--- src/rtl/mips_pkg.sv ---
// Shared types for the MIPS pipeline hazard unit: register-index width,
// forward-select encodings and the in-flight destination entry.
package mips_pkg;

    localparam int DEF_REG_W = 5;

    localparam logic [1:0] FWD_NONE = 2'b00;
    localparam logic [1:0] FWD_EX   = 2'b01;
    localparam logic [1:0] FWD_MEM  = 2'b10;
    localparam logic [1:0] FWD_WB   = 2'b11;

    typedef struct packed {
        logic                 valid;
        logic [DEF_REG_W-1:0] dst;
        logic                 load;
    } entry_t;

    // Match bit 0 is EX (youngest), bit 2 is WB (oldest); youngest producer wins.
    function automatic logic [1:0] fwd_pick(input logic [2:0] match);
        logic [1:0] sel;
        sel = FWD_NONE;
        if (match[0]) begin
            sel = FWD_EX;
        end else if (match[1]) begin
            sel = FWD_MEM;
        end else if (match[2]) begin
            sel = FWD_WB;
        end
        return sel;
    endfunction

endpackage

--- src/rtl/hazard_cmp.sv ---
// Compares one ID source register against the EX, MEM and WB entries.
// Register 0 and unused sources never match.
module hazard_cmp
    import mips_pkg::*;
#(
    parameter int REG_W = DEF_REG_W
) (
    input  logic [REG_W-1:0] src_i,
    input  logic             use_i,
    input  entry_t           ex_i,
    input  entry_t           mem_i,
    input  entry_t           wb_i,
    output logic [2:0]       match_o
);

    logic live;

    assign live       = use_i && (src_i != '0);
    assign match_o[0] = live && ex_i.valid  && (ex_i.dst  == src_i);
    assign match_o[1] = live && mem_i.valid && (mem_i.dst == src_i);
    assign match_o[2] = live && wb_i.valid  && (wb_i.dst  == src_i);

endmodule

--- src/rtl/hazard_ctrl.sv ---
// Pipeline hazard unit: tracks EX/MEM/WB destinations, raises load-use stalls
// and selects operand forwarding. HAZARD_FWD_EN enables forwarding; without it
// every RAW dependency on an in-flight writer stalls and forwarding is off.
module hazard_ctrl
    import mips_pkg::*;
#(
    parameter int REG_W = DEF_REG_W,
    parameter int CNT_W = 16
) (
    input  logic             i_clk,
    input  logic             i_rst,
    input  logic             i_id_valid,
    input  logic [REG_W-1:0] i_id_rs,
    input  logic [REG_W-1:0] i_id_rt,
    input  logic             i_id_use_rs,
    input  logic             i_id_use_rt,
    input  logic             i_id_we_rd,
    input  logic             i_id_we_rt,
    input  logic [REG_W-1:0] i_id_rd,
    input  logic             i_id_load,
    input  logic             i_flush,
    input  logic             i_hold,
    output logic             o_stall,
    output logic [1:0]       o_fwd_rs,
    output logic [1:0]       o_fwd_rt,
    output logic [CNT_W-1:0] o_stall_cnt
);

    entry_t           ex_q, mem_q, wb_q;
    entry_t           ex_d, mem_d, wb_d;
    entry_t           id_entry;
    logic [CNT_W-1:0] cnt_q, cnt_d;
    logic [2:0]       match_rs, match_rt;
    logic             hazard;
    logic             unused_wb_load;

    // rd takes precedence when the decoder asserts both write enables.
    always_comb begin
        id_entry = '0;
        if (i_id_we_rd) begin
            id_entry.dst = i_id_rd;
        end else if (i_id_we_rt) begin
            id_entry.dst = i_id_rt;
        end
        id_entry.valid = (i_id_we_rd || i_id_we_rt) && (id_entry.dst != '0);
        id_entry.load  = i_id_load;
    end

    hazard_cmp #(.REG_W(REG_W)) u_cmp_rs (
        .src_i   (i_id_rs),
        .use_i   (i_id_use_rs),
        .ex_i    (ex_q),
        .mem_i   (mem_q),
        .wb_i    (wb_q),
        .match_o (match_rs)
    );

    hazard_cmp #(.REG_W(REG_W)) u_cmp_rt (
        .src_i   (i_id_rt),
        .use_i   (i_id_use_rt),
        .ex_i    (ex_q),
        .mem_i   (mem_q),
        .wb_i    (wb_q),
        .match_o (match_rt)
    );

`ifdef HAZARD_FWD_EN
    // Only a load still in EX cannot be forwarded in time.
    assign hazard = (match_rs[0] || match_rt[0]) && ex_q.load;
`else
    assign hazard = (|match_rs) || (|match_rt);
`endif

    // A taken branch/jump squashes the ID instruction, so it cannot stall.
    assign o_stall = i_id_valid && !i_flush && hazard;

    always_comb begin
        o_fwd_rs = FWD_NONE;
        o_fwd_rt = FWD_NONE;
`ifdef HAZARD_FWD_EN
        if (!o_stall) begin
            o_fwd_rs = fwd_pick(match_rs);
            o_fwd_rt = fwd_pick(match_rt);
        end
`endif
    end

    always_comb begin
        ex_d  = id_entry;
        mem_d = ex_q;
        wb_d  = mem_q;
        if (o_stall || i_flush || !i_id_valid) begin
            ex_d = '0;
        end
        cnt_d = cnt_q;
        if (o_stall && (cnt_q != '1)) begin
            cnt_d = cnt_q + CNT_W'(1);
        end
    end

    always_ff @(posedge i_clk) begin
        if (i_rst) begin
            ex_q  <= '0;
            mem_q <= '0;
            wb_q  <= '0;
            cnt_q <= '0;
        end else if (!i_hold) begin
            ex_q  <= ex_d;
            mem_q <= mem_d;
            wb_q  <= wb_d;
            cnt_q <= cnt_d;
        end
    end

    assign o_stall_cnt    = cnt_q;
    assign unused_wb_load = wb_q.load;

endmodule

--- config.mk ---
export PLATFORM = sky130hd
export DESIGN_NAME = hazard_ctrl
export DESIGN_NICKNAME = d
export VERILOG_FILES = /design/src/rtl/mips_pkg.sv /design/src/rtl/hazard_cmp.sv /design/src/rtl/hazard_ctrl.sv
export SDC_FILE = /design/constraint.sdc
export NUM_CORES = 1
export LEC_CHECK = 0
export ABC_AREA = 1
export CAP_MARGIN = 20
export CORE_UTILIZATION = 46
export DETAILED_ROUTE_END_ITERATION = 10
export PLACE_DENSITY = 0.7
export SLEW_MARGIN = 20
export SYNTH_ARGS = -nofsm -noshare
export SYNTH_HDL_FRONTEND = slang
export SYNTH_SLANG_ARGS = --single-unit
--- constraint.sdc ---
create_clock -name i_clk -period 6.3 [get_ports i_clk]
set_input_delay 1.89 -clock i_clk [delete_from_list [all_inputs] [get_ports i_clk]]
set_output_delay 1.89 -clock i_clk [all_outputs]
set_load 0.05 [all_outputs]
Yosys cells after proc, flatten, opt, wreduce, memory -nomap -nowiden
Index checks and enable logic that the tools add are counted.

Flip-flop bits (word level): 34. Bits of input ports: 25. Output and inout bits: 21. Word-level logic and storage cells: 49.

Add/sub/neg operators: 1. Equality and inequality tests: 7. Multiplexer cells: 3. Bitwise gates (word level): 1. Reductions and logical operators: 30.

Operators with widths (count): == test 5 bit (6); logical AND 1 bit (18); adder 16 x 1 -> 16 bit, second input constant (1); != test 16 bit, second input constant (1); nonzero test 5 bit (3); 2-to-1 mux 5 bit (2); 2-to-1 mux 7 bit (1); OR reduction 3 bit (2); logical OR 1 bit (4); zero test 1 bit (2); AND reduction 2 bit (1); NOT 1 bit (1).

Longest topological paths before layout
Gate-level depths: netlist (run 1).

Word-level depth: 10. Depth in mapped cells: 12. Mapped depth without buffers: 12.

Hierarchy
A second synthesis (run 1) with hierarchy kept.

Cell total of the unflattened synthesis: 449. Area total of the unflattened synthesis: 2617.5 µm².

Modules (own cells, without submodules): hazard_ctrl (instances 1, cells an instance 289, area an instance 1986.9 µm², seq. area each 740.7 µm²); hazard_cmp (instances 2, cells an instance 80, area an instance 315.3 µm², seq. area each 0.0 µm²).

Least setup slack after synthesis (run 1)
Ideal clock, no wire load.

Path type: input port to output port. Start point: input i_id_rt[3]. End point: output o_stall. Arrival: 3672 ps. Data required time: 4410 ps. Setup slack: 738 ps. Stages on the path: 9. Cell sequence: inv_1 > nand2_1 > a21oi_1 > nand3_1 > nand3_1 > nand2_1 > nand2_2 > inv_1 > nor3_1.

Cells in the longest elaborated chain, start to end: 7. Elaborated cells on any way between the ends: 14. Classes of those cells: eq/ne: 3; reduce/logical: 11.

Ends and longest elaborated chain: start, declared (RTL line hazard_ctrl.sv:14) `input logic [REG_W-1:0] i_id_rt,`; nonzero test 5 bit (RTL line hazard_cmp.sv:18) `assign live = use_i && (src_i != '0);`; logical AND 1 bit (RTL line hazard_cmp.sv:18); logical AND 1 bit (on tied branches) (2 in a row) (RTL line hazard_cmp.sv:19, hazard_cmp.sv:20, hazard_cmp.sv:21); OR reduction 3 bit * (RTL line hazard_ctrl.sv:71) `assign hazard = (|match_rs) || (|match_rt);`; logical OR 1 bit * (RTL line hazard_ctrl.sv:71); logical AND 1 bit * (RTL line hazard_ctrl.sv:75) `assign o_stall = i_id_valid && !i_flush && hazard;`; end, declared (RTL line hazard_ctrl.sv:23) `output logic o_stall,`.

Every way passes the cells marked *; elsewhere a longest branch is shown, timed or not.

Worst setup path after layout (run 1)
Start point: input i_id_rt[2]. End point: output o_stall.

Same word-level chain as after synthesis.

==> results of run 1 <==
worst max path at each step:
stage	endpoint	slack, ns	cells after the start
after global placement	o_stall	0.69	12
final	o_stall	0.68	12
after CTS	o_stall	0.66	12
after global routing	o_stall	0.52	12
after detailed placement	o_stall	0.67	12
after floorplan	o_stall	0.74	9
synth_stat cells, types with 2 or more instances:
| cell | instances |
|---|---|
| nand2_1 | 113 |
| nor2_1 | 48 |
| a21oi_1 | 36 |
| inv_1 | 36 |
| dfxtp_1 | 34 |
| nand3_1 | 21 |
| o21ai_0 | 19 |
| nand4_1 | 18 |
| xnor2_1 | 9 |
| clkbuf_1 | 7 |
| buf_4 | 5 |
| xor2_1 | 5 |
| buf_2 | 2 |
| nor2_2 | 2 |
| nor3_1 | 2 |
sequential cells by signal (all words and copies together), names as in the netlist:
name / flops
ex_q: 6
o_stall_cnt: 16
mem_q: 6
wb_q: 6
critical path: cells and delay by family:
family / cells / cell delay, ns
simple gates: 8 / 0.86
buf+inv: 4 / 0.97
power by group through the flow:
stage,clock [mW],combinational [mW],sequential (mW)
4_1_cts,0.173,0.0761,0.226
2_1_floorplan,0,0.0495,0.229
3_3_place_gp,0,0.0756,0.230
5_1_grt,0.183,0.0871,0.226
6_report,0.168,0.0774,0.226
3_5_place_dp,0,0.0756,0.231
layout make-up:
class / count / area [um^2]
clock inverter: 1 / 5.005
timing repair buffer: 44 / 447.9
fill: 473 / 1931
sequential: 34 / 680.7
clock buffer: 7 / 86.33
multi-input combinational: 284 / 1339
inverter: 36 / 135.1
tap: 54 / 67.56
metrics by stage:
step,cell area (um^2),power (mW),cells,utilization [%]
floorplan,2247,0.2786,370,-
global placement,2655,0.3060,451,56.59
detailed placement,2655,0.3061,451,56.59
CTS,2746,0.4746,459,58.53
global route,2761,0.4962,460,58.85
finish,2761,0.4714,460,58.85
metal layers:
layer	share of wire [%]	GRT usage, %	vias to the layer above
met4	0.95	7.190	0
met2	49	41.19	70
met3	5.2	4.782	4
li1	-	-	1244
met1	45	29.16	1059
met5	0	0	-
kinds of logic (layout without fill, tap and decap cells):
| kind of cell | Yosys count | after routing |
|---|---|---|
| AND/OR/NAND/NOR | 210 | 210 |
| AO/OA/AOI/OAI | 55 | 55 |
| buffers and inverters | 52 | 88 |
| flip-flops | 34 | 34 |
| XOR/XNOR | 14 | 14 |
| adder cells (fa/ha/maj) | 1 | 1 |
| other | 1 | 4 |
==> qor.txt, run 1 <==
I/O pin count - 46
Synth warn - 0
Pre-CTS WS - 0.6682 ns
Slew @ Worst Pin - 0.6835 ns
Top cell type's share of synthesized area - 30.44%
Setup TNS Final - 0 ns
Clk pwr share - 35.7%
Via density - 5.167
Post-Synth Adder-Cell Area - 0.5596%
PwrDens - 170.7 nW/um^2
Final Cycle Share - 89.27%
Maximum clock frequency - 0.1778 GHz
Total GRT Usage - 23.58%
Critical Path Source - i_id_rt[2]
Combinational power share - 16.4%
Nets - 431
Hold-critical path endpoint - o_stall_cnt[4]
Flop pwr share - 47.9%
Clk sinks - 34
Hold Slack - 0.5031 ns
Layout cells sized above 1 - 4.680%
Internal power - 0.3384 mW
Commonest non-fill, non-tap cells in the layout - 113 x nand2_1, 48 x nor2_1, 39 x clkdlybuf4s50_1
Antenna fix cells - 0
Die Ht - 71.72 um
WP data arrival - 3.73 ns
VDD IR max - 0.1107 mV
Final ANT Viol Nets - 0
CTS tree - done
Worst setup margin - 0.6761 ns
Status - completed
Crit Path Max Fanout - 7
Via count - 2377
Clk_skew - 0.009938 ns
Synth async-reset ratio - 0%
Worst R2R Start - o_stall_cnt[0]
Startpoint Class - input pin
Port bufs - 40
DRT iter0 DRCs - 130
Synth Area in Simple Gates - 40.85%
Synth area leaders - dfxtp_1 30%, nand2_1 19%, a21oi_1 8.1%
Post-CTS setup buffer count - 0
Initial antenna violation count - 0
#FFs+latches synth - 34
Mapped Avg Cell Area - 6.092 um^2
Initial DRT Pass Iterations - 4
Relative slew slack - 54.39%
Worst Hold Depth - 2
Hold crit path type - reg -> reg
Cells after Synth - 367
Final hold vios - 0
Main synth FF type - dfxtp_1
Hold Buf Count CTS - 0
Largest stage delay, worst path - 0.53 ns
Synth Area in XOR/XNOR - 5.484%
CTS Buffer Depth - 2
Post-synthesis mux area share - 0%
Reg2Reg Depth - 10
WL final - 5794 um
Post-synth EDFFs - 0
Slew Viols, Final - 0
Synth Area in Compound Gates - 12.31%
Leak - 1.146 nW
Worst-Skew Late Latency - 0.29 ns
# setup viols final - 0
Leading area contributor after synthesis - dfxtp_1
First-pass GRT wire length - 9459 um
Vias in the first global route - 2057
Max-cap violations - 0
WL/cell - 12.60 um
DRC viols - 0
Die span in x - 71.72 um
Fin crit period - 5.624 ns
Final HPWL DP - 4153 um
RSZ-0062 raised after global routing - false
Commonest non-fill, non-tap cell in the layout - nand2_1
WS Path Type - in -> out
Cell Rows - 25
GPL Wtd Cong - 0.8710
Largest family of logic cells by synthesized area - simple AND/OR/NAND/NOR gates
Net switching power - 0.1330 mW
Worst setup EP type - primary output
GR Overflow Total - 0
Clk slew on worst S/H paths - 0.06 ns
Sw frac - 28.21%
Post-Syn Area - 2236 um^2
Yosys cell types - 25
Seq/Total Area, Yosys - 30.44%
Critical path's most frequent cell - nand2_1
Initial Util - 47.65%
Min-delay src - o_stall_cnt[4]
Post-cts resize count - 0
Required time of the critical path - 4.41 ns
R2R Setup Slk - 4.23 ns
Pin count of the biggest net entering global routing - 35
H-Tree Level Count - 2
Core area - 4692 um^2
R2R Path End - o_stall_cnt[1]
Die Area - 5144 um^2
Cts bufs inserted - 5
Critical-path top delay cell - clkdlybuf4s50_1
Worst-path cell chain - clkdlybuf4s50_1, inv_1, nand2_1, nand2_1, nor2_1, nand3_1, nand3_1, nand2_1, nand2_2, inv_1, nor3_1, buf_12
CTS root buffer - clkbuf_8
Layout area overhead - 23.50%
No activity file was read; power rests on OpenSTA's default activity.
==> inputs of run 2 (changes only) <==
--- a/config.mk
+++ b/config.mk
@@ -9,8 +9,8 @@
 export CAP_MARGIN = 20
 export CORE_UTILIZATION = 46
 export DETAILED_ROUTE_END_ITERATION = 10
-export PLACE_DENSITY = 0.7
-export SLEW_MARGIN = 20
+export PLACE_DENSITY = 0.73
+export SLEW_MARGIN = 0
 export SYNTH_ARGS = -nofsm -noshare
 export SYNTH_HDL_FRONTEND = slang
 export SYNTH_SLANG_ARGS = --single-unit
==> constraint.sdc (replaced) <==
create_clock -name i_clk -period 4.68 [get_ports i_clk]
set_input_delay 1.404 -clock i_clk [delete_from_list [all_inputs] [get_ports i_clk]]
set_output_delay 1.404 -clock i_clk [all_outputs]
set_load 0.05 [all_outputs]
==> run 2 against run 1 <==
Die area stayed put. Utilization increased by 0.64 points. Critical path depth is the same. Register-to-register slack worse by 1.6 ns. Sequential power is 34% higher. Clock power is 38% higher.
==> qor.txt, run 2 (synthesized netlist as in run 1, its figures left out) <==
Required time of the critical path - 3.28 ns (-1.13 ns)
Commonest non-fill, non-tap cell in the layout - nand2_1
Power Total - 0.6412 mW (+36%)
GPL Wtd Cong - 0.9619 (+10%)
Via density - 5.091 (-1.5%)
Flop pwr share - 47.3% (-0.6 points)
Top Family by Delay on Critical Path - buffers and inverters
Layout cells sized above 1 - 5.868% (+1.2 points)
Pin count of the biggest net entering global routing - 35 (unchanged)
Status - completed
Final HPWL DP - 4047 um (-2.5%)
Max FFs per register - 16 (unchanged)
VDD IR max - 0.2057 mV (+86%)
Cts bufs inserted - 5 (unchanged)
CTS Buffer Depth - 2 (unchanged)
Die Ht - 71.72 um (unchanged)
Final hold vios - 0 (unchanged)
Net switching power - 0.1855 mW (+40%)
Initial antenna violation count - 0 (unchanged)
Initial Util - 47.65% (unchanged)
WL final - 5690 um (-1.8%)
Die span in x - 71.72 um (unchanged)
Maximum clock frequency - 0.2239 GHz
H-Tree Level Count - 2 (unchanged)
WL/cell - 12.29 um (-2.4%)
Final ANT Viol Nets - 0 (unchanged)
Commonest non-fill, non-tap cells in the layout - 113 x nand2_1, 48 x nor2_1, 39 x clkdlybuf4s50_1
Largest stage delay, worst path - 0.54 ns (about the same)
Initial DRT Pass Iterations - 4 (unchanged)
GRT met1 Usage - 29.74% (+0.58 points)
Hold crit path type - reg -> reg
CTS root buffer - clkbuf_8
PwrDens - 229.7 nW/um^2 (+35%)
RSZ-0062 raised after global routing - false
Internal power - 0.4558 mW (+35%)
DRC viols - 0 (unchanged)
Worst setup EP type - primary output
GRT met3 Usage - 3.938% (-0.84 points)
Die Area - 5144 um^2 (unchanged)
CTS tree - done
Clk sinks - 34 (unchanged)
GR Overflow Total - 0 (unchanged)
Slew @ Worst Pin - 0.7215 ns (+0.03797 ns)
I/O pin count - 46 (unchanged)
Slew Viols, Final - 0 (unchanged)
Sw frac - 28.92% (+0.72 points)
First-pass GRT wire length - 9501 um (+0.44%)
Hold Buf Count CTS - 0 (unchanged)
Cell Rows - 25 (unchanged)
Final Cycle Share - 95.43%
Setup TNS Final - 0 ns (unchanged)
R2R Setup Slk - 2.60 ns (-1.63 ns)
WS Path Type - in -> out
Nets - 434 (+0.70%)
Crit Path Max Fanout - 5 (-2)
Met2 usage - 40.15% (-1.0 points)
Bufs and invs on worst path - 4 (unchanged)
DRT iter0 DRCs - 163 (+25%)
Core area - 4692 um^2 (unchanged)
Global routing's busiest layer - met2
# setup viols final - 0 (unchanged)
Critical-path top delay cell - clkdlybuf4s50_1
Combinational power share - 16.5% (about the same)
Layout area overhead - 24.85%
Max-cap violations - 0 (unchanged)
Clk slew on worst S/H paths - 0.07 ns (about the same)
Leak - 1.160 nW (+1.2%)
Via count - 2357 (-0.84%)
Relative slew slack - 51.73% (-2.7 points)
Worst-path cell chain - clkdlybuf4s50_1, inv_1, nand2_1, nand2_1, nor2_1, nand3_1, nand3_1, nand2_1, nand2_2, inv_1, nor3_4, buf_12
Startpoint Class - input pin
Worst-Skew Late Latency - 0.30 ns (about the same)
Clk pwr share - 36.2% (+0.5 points)
WP data arrival - 3.06 ns (-0.67 ns)
Fin crit period - 4.466 ns
Critical path's most frequent cell - nand2_1
Port bufs - 40 (unchanged)
Total GRT Usage - 23.57% (about the same)
Vias in the first global route - 2124 (+3.3%)
Layout filler cell count - 471 (-0.42%)
Antenna fix cells - 0 (unchanged)
Hold Slack - 0.5062 ns (+0.003094 ns)
Clk_skew - 0.008788 ns (-0.001150 ns)
## run 2: cell types whose count changed in the layout (fill, tap and decap cells not counted)
| cell | previous run | this run |
|---|---|---|
| nor3_1 | 2 | 1 |
| clkbuf_1 | 1 | 0 |
| buf_4 | 3 | 7 |
| buf_8 | 1 | 0 |
| nor3_4 | 1 | 2 |
| clkinvlp_4 | 0 | 1 |
## run 2: path summary, 6_finish.rpt
check	startpoint	to	cells past startpoint
min reg2reg	o_stall_cnt[4]	o_stall_cnt[4]	2
max reg2reg	o_stall_cnt[0]	o_stall_cnt[1]	10
min	o_stall_cnt[4]	o_stall_cnt[4]	2
max	i_id_rt[2]	o_stall	12
## run 2: power by group through the flow
stage | clock network (mW) | logic [mW] | registers (mW)
global placement | 0 | 0.104 | 0.310
global route | 0.250 | 0.119 | 0.304
CTS | 0.237 | 0.105 | 0.303
detailed placement | 0 | 0.104 | 0.310
floorplan | 0 | 0.0667 | 0.308
finish | 0.232 | 0.106 | 0.303
## run 2: timing repair
item,CTS,global route
setup endpoints to repair,0,1
resized for setup,0,2
setup buffers,0,0
## run 2: worst register-to-register path, cell delays in order, from the launching register on
cell      delay [ns]
dfxtp_1         0.35
ha_1            0.24
nand3_2         0.12
nor3_4          0.07
nand3b_2        0.10
nor2_2          0.04
nor2_2          0.52
nand3_4         0.30
nand2_1         0.14
nand2_1         0.06
nor2_1          0.09
## run 2: per-stage QoR
stage	area [um^2]	instances	utilization [%]	setup WS, ns
floorplan	2247	370	-	0.09032
global placement	2685	455	57.23	0.1083
detailed placement	2685	455	57.23	0.09011
CTS	2780	463	59.25	0.07963
global route	2791	463	59.49	0.01869
finish	2791	463	59.49	0.2141
## run 2: layout make-up
| type | instances | area [um^2] | area share [%] |
|---|---|---|---|
| clock inverters | 2 | 12.51 | 0.4482 |
| repair buffers | 47 | 462.9 | 16.58 |
| clock buffers | 6 | 82.58 | 2.958 |
| flip-flops and latches | 34 | 680.7 | 24.38 |
| inverters | 36 | 135.1 | 4.841 |
| well taps | 54 | 67.56 | 2.420 |
| multi-input cells | 284 | 1350 | 48.36 |
## run 2: layer usage
metal	part of all wire [%]	vias to the layer above	wire length, um
li1	-	1250	-
met1	47	1042	2654
met2	47	56	2667
met3	4.6	9	261
met4	1.9	0	108
met5	0	-	0
